[config.mk]
export PLATFORM = sky130hd
export DESIGN_NAME = id_ex_stage_buf
export DESIGN_NICKNAME = d
export VERILOG_FILES = /design/src/rtl/id_ex_stage_buf.sv
export SDC_FILE = /design/constraint.sdc
export NUM_CORES = 2
export LEC_CHECK = 0
export CORE_AREA = 3 3 273 275
export CTS_CLUSTER_DIAMETER = 60
export CTS_CLUSTER_SIZE = 30
export DETAILED_ROUTE_END_ITERATION = 6
export DIE_AREA = 0 0 276 278
export PLACE_DENSITY = 0.78
export SETUP_SLACK_MARGIN = 0.5
export SLEW_MARGIN = 10
export SYNTH_ARGS = -nofsm -noshare
export SYNTH_HDL_FRONTEND = slang
export SYNTH_SLANG_ARGS = --single-unit
export TNS_END_PERCENT = 5
[constraint.sdc]
create_clock -name clk -period 60.9 [get_ports clk]
set_input_delay 12.18 -clock clk [delete_from_list [all_inputs] [get_ports clk]]
set_output_delay 12.18 -clock clk [all_outputs]
set_load 0.01 [all_outputs]
[src/rtl/id_ex_stage_buf.sv]
// Elastic ID/EX stage register: valid/ready handshake, optional 2-entry skid,
// flush/kill handling and a saturating bubble counter.
module id_ex_stage_buf #(
    parameter int CTRL_W = 20,
    parameter int DATA_W = 224,
    parameter int KEEP_W = 96,
    parameter int SKID   = 1,
    parameter int CNT_W  = 16
) (
    input  logic              clk,
    input  logic              reset,
    input  logic              in_valid,
    output logic              in_ready,
    input  logic [CTRL_W-1:0] in_ctrl,
    input  logic [DATA_W-1:0] in_data,
    input  logic [KEEP_W-1:0] in_keep,
    input  logic              kill,
    input  logic              flush,
    output logic              out_valid,
    input  logic              out_ready,
    output logic [CTRL_W-1:0] out_ctrl,
    output logic [DATA_W-1:0] out_data,
    output logic [KEEP_W-1:0] out_keep,
    output logic              out_killed,
    output logic [CNT_W-1:0]  bubble_cnt
);

    typedef struct packed {
        logic              valid;
        logic              killed;
        logic [KEEP_W-1:0] keep;
        logic [DATA_W-1:0] data;
        logic [CTRL_W-1:0] ctrl;
    } beat_t;

    beat_t beat;
    beat_t m_q;
    logic  acc;
    logic  deq;
    logic  s_valid;
    logic  bump;

    assign acc = in_valid & in_ready;
    assign deq = m_q.valid & out_ready;

    // A killed beat keeps only its PC fields so execute can still redirect.
    always_comb begin
        beat        = '0;
        beat.valid  = 1'b1;
        beat.killed = kill;
        beat.keep   = in_keep;
        if (!kill) begin
            beat.ctrl = in_ctrl;
            beat.data = in_data;
        end
    end

    generate
        if (SKID != 0) begin : g_skid
            beat_t s_q;

            assign in_ready = !s_q.valid;
            assign s_valid  = s_q.valid;

            always_ff @(posedge clk or posedge reset) begin
                if (reset) begin
                    m_q <= '0;
                    s_q <= '0;
                end else if (flush) begin
                    m_q <= '0;
                    s_q <= '0;
                end else if (!m_q.valid || deq) begin
                    if (s_q.valid) begin
                        m_q <= s_q;
                        s_q <= acc ? beat : beat_t'('0);
                    end else if (acc) begin
                        m_q <= beat;
                    end else begin
                        m_q.valid <= 1'b0;
                    end
                end else if (acc) begin
                    s_q <= beat;
                end
            end
        end else begin : g_reg
            assign in_ready = !m_q.valid || out_ready;
            assign s_valid  = 1'b0;

            always_ff @(posedge clk or posedge reset) begin
                if (reset) begin
                    m_q <= '0;
                end else if (flush) begin
                    m_q <= '0;
                end else if (acc) begin
                    m_q <= beat;
                end else if (deq) begin
                    m_q.valid <= 1'b0;
                end
            end
        end
    endgenerate

    // Flush counts once per cycle that actually discarded something.
    assign bump = flush ? (m_q.valid | s_valid | acc) : (acc & kill);

    always_ff @(posedge clk or posedge reset) begin
        if (reset)
            bubble_cnt <= '0;
        else if (bump && bubble_cnt != {CNT_W{1'b1}})
            bubble_cnt <= bubble_cnt + CNT_W'(1);
    end

    assign out_valid  = m_q.valid;
    assign out_ctrl   = m_q.ctrl;
    assign out_data   = m_q.data;
    assign out_keep   = m_q.keep;
    assign out_killed = m_q.killed;

endmodule

==> out/qor_table.md <==
| Quantity | Value |
|---|---|
| I/O Pins | 705 |
| Count of buffers inserted at the top-level ports | 704 |
| Final setup fails | 0 |
| Post-cts resize count | 0 |
| Max frequency | 61.7 MHz |
| Area grow syn2layout | 31.6% |
| Clock root buffer | sky130_fd_sc_hd__clkbuf_16 |
| Vias post-DR | 24600 |
| Result of the run | finished clean |
| Post-Place Worst Slack | 43.82 ns |
| CTS Sinks | 700 |
| Layout cells sized above 1 | 0.0456 |
| Synthesized net count | 3042 |
| Post-route clock skew | 0.0306 ns |
| Number of standard cells after synthesis | 2695 |
| Via density per instance | 5.86 |
| Final #Nets | 3522 |
| Routability congestion estimate from global placement | 0.845 |
| Final core utilization | 0.546 |
| Path type of the worst setup path | in -> async |
| Power density of the placed cells | 27.6 nW/um2 |
| First-pass GRT wire length | 145000 um |
| Starting density of the core | 0.415 |
| Worst slew margin relative to its limit | 0.131 |
| DRT antenna net count | 0 |
| Setup repair after global routing missed its margin | no |
| Largest net degree at the start of global routing | 270 |
| Count of flip-flops with a built-in enable after synthesis | 0 |
| Largest area contributor in the synthesized netlist | sky130_fd_sc_hd__dfrtp_1 |
| Mapped Area | 30100 um2 |
| Total detailed-routing wirelength | 94200 um |
| Required @ worst endpoint | 61.50 ns |
| Buffers inserted by post-CTS timing repair | 0 |
| Total power | 1.09 mW |
| Setup TNS | 0 ns |
| Crit path arrival time | 16.81 ns |
| Die Area | 76700 um2 |
| Least setup slack across all paths after layout | 44.70 ns |
| Peak supply drop | 0.0258 mV |
| Clk_lat worst skew | 0.63 ns |
| Buffer levels on the longest clock path | 3 |
| TritonCTS clock tree | done |
| Half-perimeter wire length after placement | 57500 um |
| Cells taking the most area after synthesis | sky130_fd_sc_hd__dfrtp_1 58%, sky130_fd_sc_hd__a211oi_1 8.5%, sky130_fd_sc_hd__a32o_1 8.1% |
| Antenna violations before repair | 20 |
| Final clock period utilization by the worst path | 0.266 |
| Type of element capturing the critical path | async pin |
| Type of origin of the critical path | input pin |
| Count of placed standard cells including taps | 4075 |
| Number of library cell types mapped by synthesis | 36 |
| Pins Over Slew Limit | 0 |
| Final global-route overflow total | 0 |
| Sequential share of the synthesized area | 0.582 |
| Core ar. | 72600 um2 |
| Number of detailed-route iterations in the first pass | 5 |
| Register bit count reported by yosys | 700 |
| Post-cts hold buffer count | 0 |
| Initial drt markers | 2183 |
| Leakage power of the design | 17.0 nW |
| TritonCTS Buffers | 57 |
| Vert. Die Dim | 278 um |
| Post-CTS clock slew at the launch and capture registers of the worst setup and hold paths | 0.07 ns |
| Hold Path Class | reg -> reg |
| Max-cap violation count | 0 |
| Shortest clock period the worst path allows after layout | 16.20 ns |
| Dominant register cell in the synthesized netlist | sky130_fd_sc_hd__dfrtp_1 |
| Level count of the clock H-tree | 2 |
| Hold violation total from the final report | 0 |
| Finished Layout Cells | 4197 |
| Biggest fanout along the worst timing path | 156 |
| All-layer global routing usage | 0.235 |
| Share of the synthesized area in the top cell type | 0.582 |
| Share of flip-flops with an asynchronous set or reset | 1.00 |
| Ys Warns | 0 |
| Placement row count | 99 |
| Vias in the first global route | 23900 |
| Synthesized area per cell | 11.2 um2 |
| Drc violations | 0 |
| Fillers | 6366 |
| Transition time of the tightest slew-check pin | 1.30 ns |
| Die X-Extent | 276 um |
| Detail-routed net length per standard cell | 22.4 um |
-- worst max-delay path, cell delays in order --
cell,delay [ns]
sky130_fd_sc_hd__clkdlybuf4s50_1,0.49
sky130_fd_sc_hd__inv_8,0.57
sky130_fd_sc_hd__buf_4,0.85
sky130_fd_sc_hd__buf_12,0.66
sky130_fd_sc_hd__buf_4,0.85
sky130_fd_sc_hd__buf_4,0.88
-- metrics by stage --
step	hold slack [ns]	area, um2
global placement	0.473	37400
detailed placement	0.481	37400
finish	0.493	39600
floorplan	0.466	30100
CTS	0.497	39600
global route	0.504	39600
-- worst paths after layout --
kind                            startpoint               to  slack, ns  depth (start not counted)
max                                  reset  g_skid.s_q[271]      44.70                          6
min                        g_skid.s_q[227]  g_skid.s_q[227]       0.49                          1
max reg2reg                        s_valid  g_skid.s_q[194]      56.72                          6
min reg2reg                g_skid.s_q[227]  g_skid.s_q[227]       0.49                          1
max in group clk                 out_ready     out_data[46]      45.46                          7
min in group asynchronous            reset      out_ctrl[8]      12.07                          2
-- synth_stat cells, types with 4 or more instances --
master / count
sky130_fd_sc_hd__dfrtp_1: 700
sky130_fd_sc_hd__nor2_1: 349
sky130_fd_sc_hd__a211oi_1: 341
sky130_fd_sc_hd__a21oi_1: 248
sky130_fd_sc_hd__and3_1: 247
sky130_fd_sc_hd__a32o_1: 244
sky130_fd_sc_hd__clkbuf_1: 233
sky130_fd_sc_hd__a22o_1: 97
sky130_fd_sc_hd__mux2i_1: 96
sky130_fd_sc_hd__buf_2: 71
sky130_fd_sc_hd__nand2_1: 10
sky130_fd_sc_hd__nor3_1: 7
sky130_fd_sc_hd__xnor2_1: 7
sky130_fd_sc_hd__nand3_1: 6
sky130_fd_sc_hd__buf_1: 5
sky130_fd_sc_hd__inv_1: 5
sky130_fd_sc_hd__mux2_2: 4
sky130_fd_sc_hd__xor2_1: 4
-- registers in the layout, summed over array words and instances, names as in the netlist --
signal      cells
out_valid       1
out_ctrl       20
out_keep       96
s_valid         1
out_data      224
bubble_cnt     16
out_killed      1
g_skid.s_q    341
-- metal layers --
layer | up-vias | share of wire | global-route usage
met5 | - | 0.00094 | 0
met4 | 12 | 0.049 | 0.111
met3 | 231 | 0.072 | 0.0549
met2 | 894 | 0.48 | 0.375
met1 | 12300 | 0.40 | 0.305
li1 | 11200 | - | -
-- power breakdown --
part           internal, mW  switching [mW]  total [mW]
logic                0.0816          0.0901       0.172
clock network         0.209           0.209       0.418
registers             0.488          0.0159       0.504
-- cell type report --
class	count	area (um2)	share of cell area
sequential	700	17500	0.442
multi-input combinational	1679	11300	0.286
timing repair buffer	731	7340	0.185
clock buffer	63	1510	0.0381
tap	959	1200	0.0303
clock inverter	45	646	0.0163
inverter	6	42.5	0.00107
antenna	14	35.0	0.000884
-- cells in the final DEF, fill, tap and decap left out, drive strengths merged, types with 2 or more instances in the layout --
cell / instances
nand4: 2
a22o: 97
clkinv: 14
clkdlybuf4s50: 703
nand2: 10
a21oi: 248
bufinv: 3
clkbuf: 63
inv: 30
dfrtp: 700
mux2i: 96
nor3: 8
o21a: 2
xnor2: 7
mux2: 4
a211oi: 342
nor2: 349
a32o: 244
and3: 247
buf: 28
xor2: 4
nand3: 6
diode: 14
nand2b: 2
clkinvlp: 4
-- cell families (layout without fill, tap and decap cells) --
logic type	after synthesis	in the layout	share of synthesized area
simple gates	632	632	0.102
fa+ha+maj	1	1	0.000416
flops	700	700	0.582
mux	100	100	0.0334
compound gates	935	935	0.237
buf+inv	316	845	0.0425
xor+xnor	11	11	0.00320
other cells	0	14	0
Power figures use the tool's default switching activity.
==> RTL edit, RTL diff (same flow settings) <==
The parameter `SKID` goes from 1 to 0.
--- a/src/rtl/id_ex_stage_buf.sv
+++ b/src/rtl/id_ex_stage_buf.sv
@@ -5,5 +5,5 @@
     parameter int DATA_W = 224,
     parameter int KEEP_W = 96,
-    parameter int SKID   = 1,
+    parameter int SKID   = 0,
     parameter int CNT_W  = 16
 ) (
Behaviour: not the same (a bounded check fails within 4 cycles, from zero or initial values and one cycle with reset high).
==> RTL edit against the original RTL <==
  * Wire length down 51%
  * Final area is 44% lower
  * Sequential cell count down 342
  * Critical path depth decreased by 2
  * Register-to-register slack better by 0.93 ns
  * Highest routed layer unchanged
  * Synthesized area shrank 57%
  * Setup slack got worse by 9.4 ns
  * Largest cell class unchanged
  * Total power down 46%
==> RTL edit: results (changes against the original RTL) <==
Cells and area
  • Share of cells above drive strength 1: 5.50% (+0.94 points)
  • Filler cell count: 7282 (+14%)
  • Nets: 1865 (-47%)

Setup path
  • Worst EP arrival: 13.46 ns (-3.35 ns)
  • Reg2reg setup slack: 57.65 ns (+0.93 ns)
  • Critical Path Sink: in_ready

Yosys
  • Syn Area/Cell: 15.3 sq um (+37%)
  • Synthesized Nets: 1189 (-61%)
  • Largest cells by area after synthesis: dfrtp_1 (70%), a22o_1 (23%), buf_2 (1.8%)
  • Synth cell count leaders: dfrtp_1 (358), a22o_1 (341), buf_2 (45)
  • Sequential cell area fraction in the yosys report: 69.7% (+12 points)
  • Distinct cell type count after synthesis: 34 (-5.6%)

Global routing
  • Vias in the first global route: 11000 (-54%)
  • Total GRT Usage: 11.5% (-12 points)
  • Largest net degree at the start of global routing: 172 (-36%)
  • Antenna violations before repair: 4 (-80%)
  • First-pass GRT wire length: 69.5 mm (-52%)

Outcome
  • Status: finished, final reports clean

Clock tree
  • Clock buffer count from CTS: 35 (-39%)
  • Worst-Skew Late Latency: 0.55 ns (-0.08 ns)

Timing
  • F_max: 39.0 MHz (-37%)
  • Worst Hold Slack: 0.503 ns (+0.00991 ns)

Place
  • Final Wtd Congestion: 0.800 (-5.4%)
  • Post-Place Cell Area: 20800 sq um (-44%)
  • Placed wire-length estimate: 33.6 mm (-42%)

Pwr
  • Leakage: 9.50 nW (-44%)

Route
  • Wire per inst: 18.5 microns (-17%)
RTL edit: how the worst min path moves through the flow:
| stage | start | end |
|---|---|---|
| final | out_ctrl[12] | out_ctrl[12] |
| after global routing | out_data[81] | out_data[81] |
| after CTS | bubble_cnt[15] | bubble_cnt[15] |
| after detailed placement | out_data[138] | out_data[138] |
| after global placement | bubble_cnt[15] | bubble_cnt[15] |
| after floorplan | bubble_cnt[15] | bubble_cnt[15] |
RTL edit: critical path: stages:
cell and delay (ns):
clkdlybuf4s50_1 0.42, nor2b_2 0.25, inv_2 0.11, clkdlybuf4s50_1 0.50
RTL edit: routing by layer:
metal	vias up	wire (microns)	GRT usage (%)
li1	4609	-	-
met3	83	3870	3.82
met5	-	20	0
met1	5240	18700	13.8
met4	2	1590	4.66
met2	519	22300	19.0
RTL edit: stage by stage:
step,total power [mW],utilization [%]
after CTS,0.595,30.4
after floorplan,0.297,-
after global routing,0.611,30.4
after detailed placement,0.359,28.7
final,0.585,30.4
after global placement,0.357,28.7
RTL edit: power breakdown:
group | internal [mW] | switching [mW]
Combinational | 0.0528 | 0.0370
Sequential | 0.251 | 0.0127
Clock | 0.127 | 0.106
Total | 0.430 | 0.155
RTL edit: layout make-up:
class	instances	area [sq um]	share of cell area (%)
antenna	3	7.51	0.0341
timing repair buffer	714	7150	32.4
inverter	3	18.8	0.0852
clock inverter	22	273	1.24
tap	959	1200	5.44
sequential	358	8960	40.6
clock buffer	42	953	4.33
multi-input combinational	406	3480	15.8
RTL edit: cell families (layout without fill, tap and decap cells):
family	count (synthesis)	in the layout	synth area share [%]
DFF	358	358	69.7
xor gates and xnor gates	12	12	0.818
adders and majority gates	1	1	0.0974
muxes	2	2	0.204
other	0	3	0
AOI/OAI and AO/OA	352	352	23.8
buffers and inverters	78	781	3.27
and+or+nand+nor	39	39	2.04
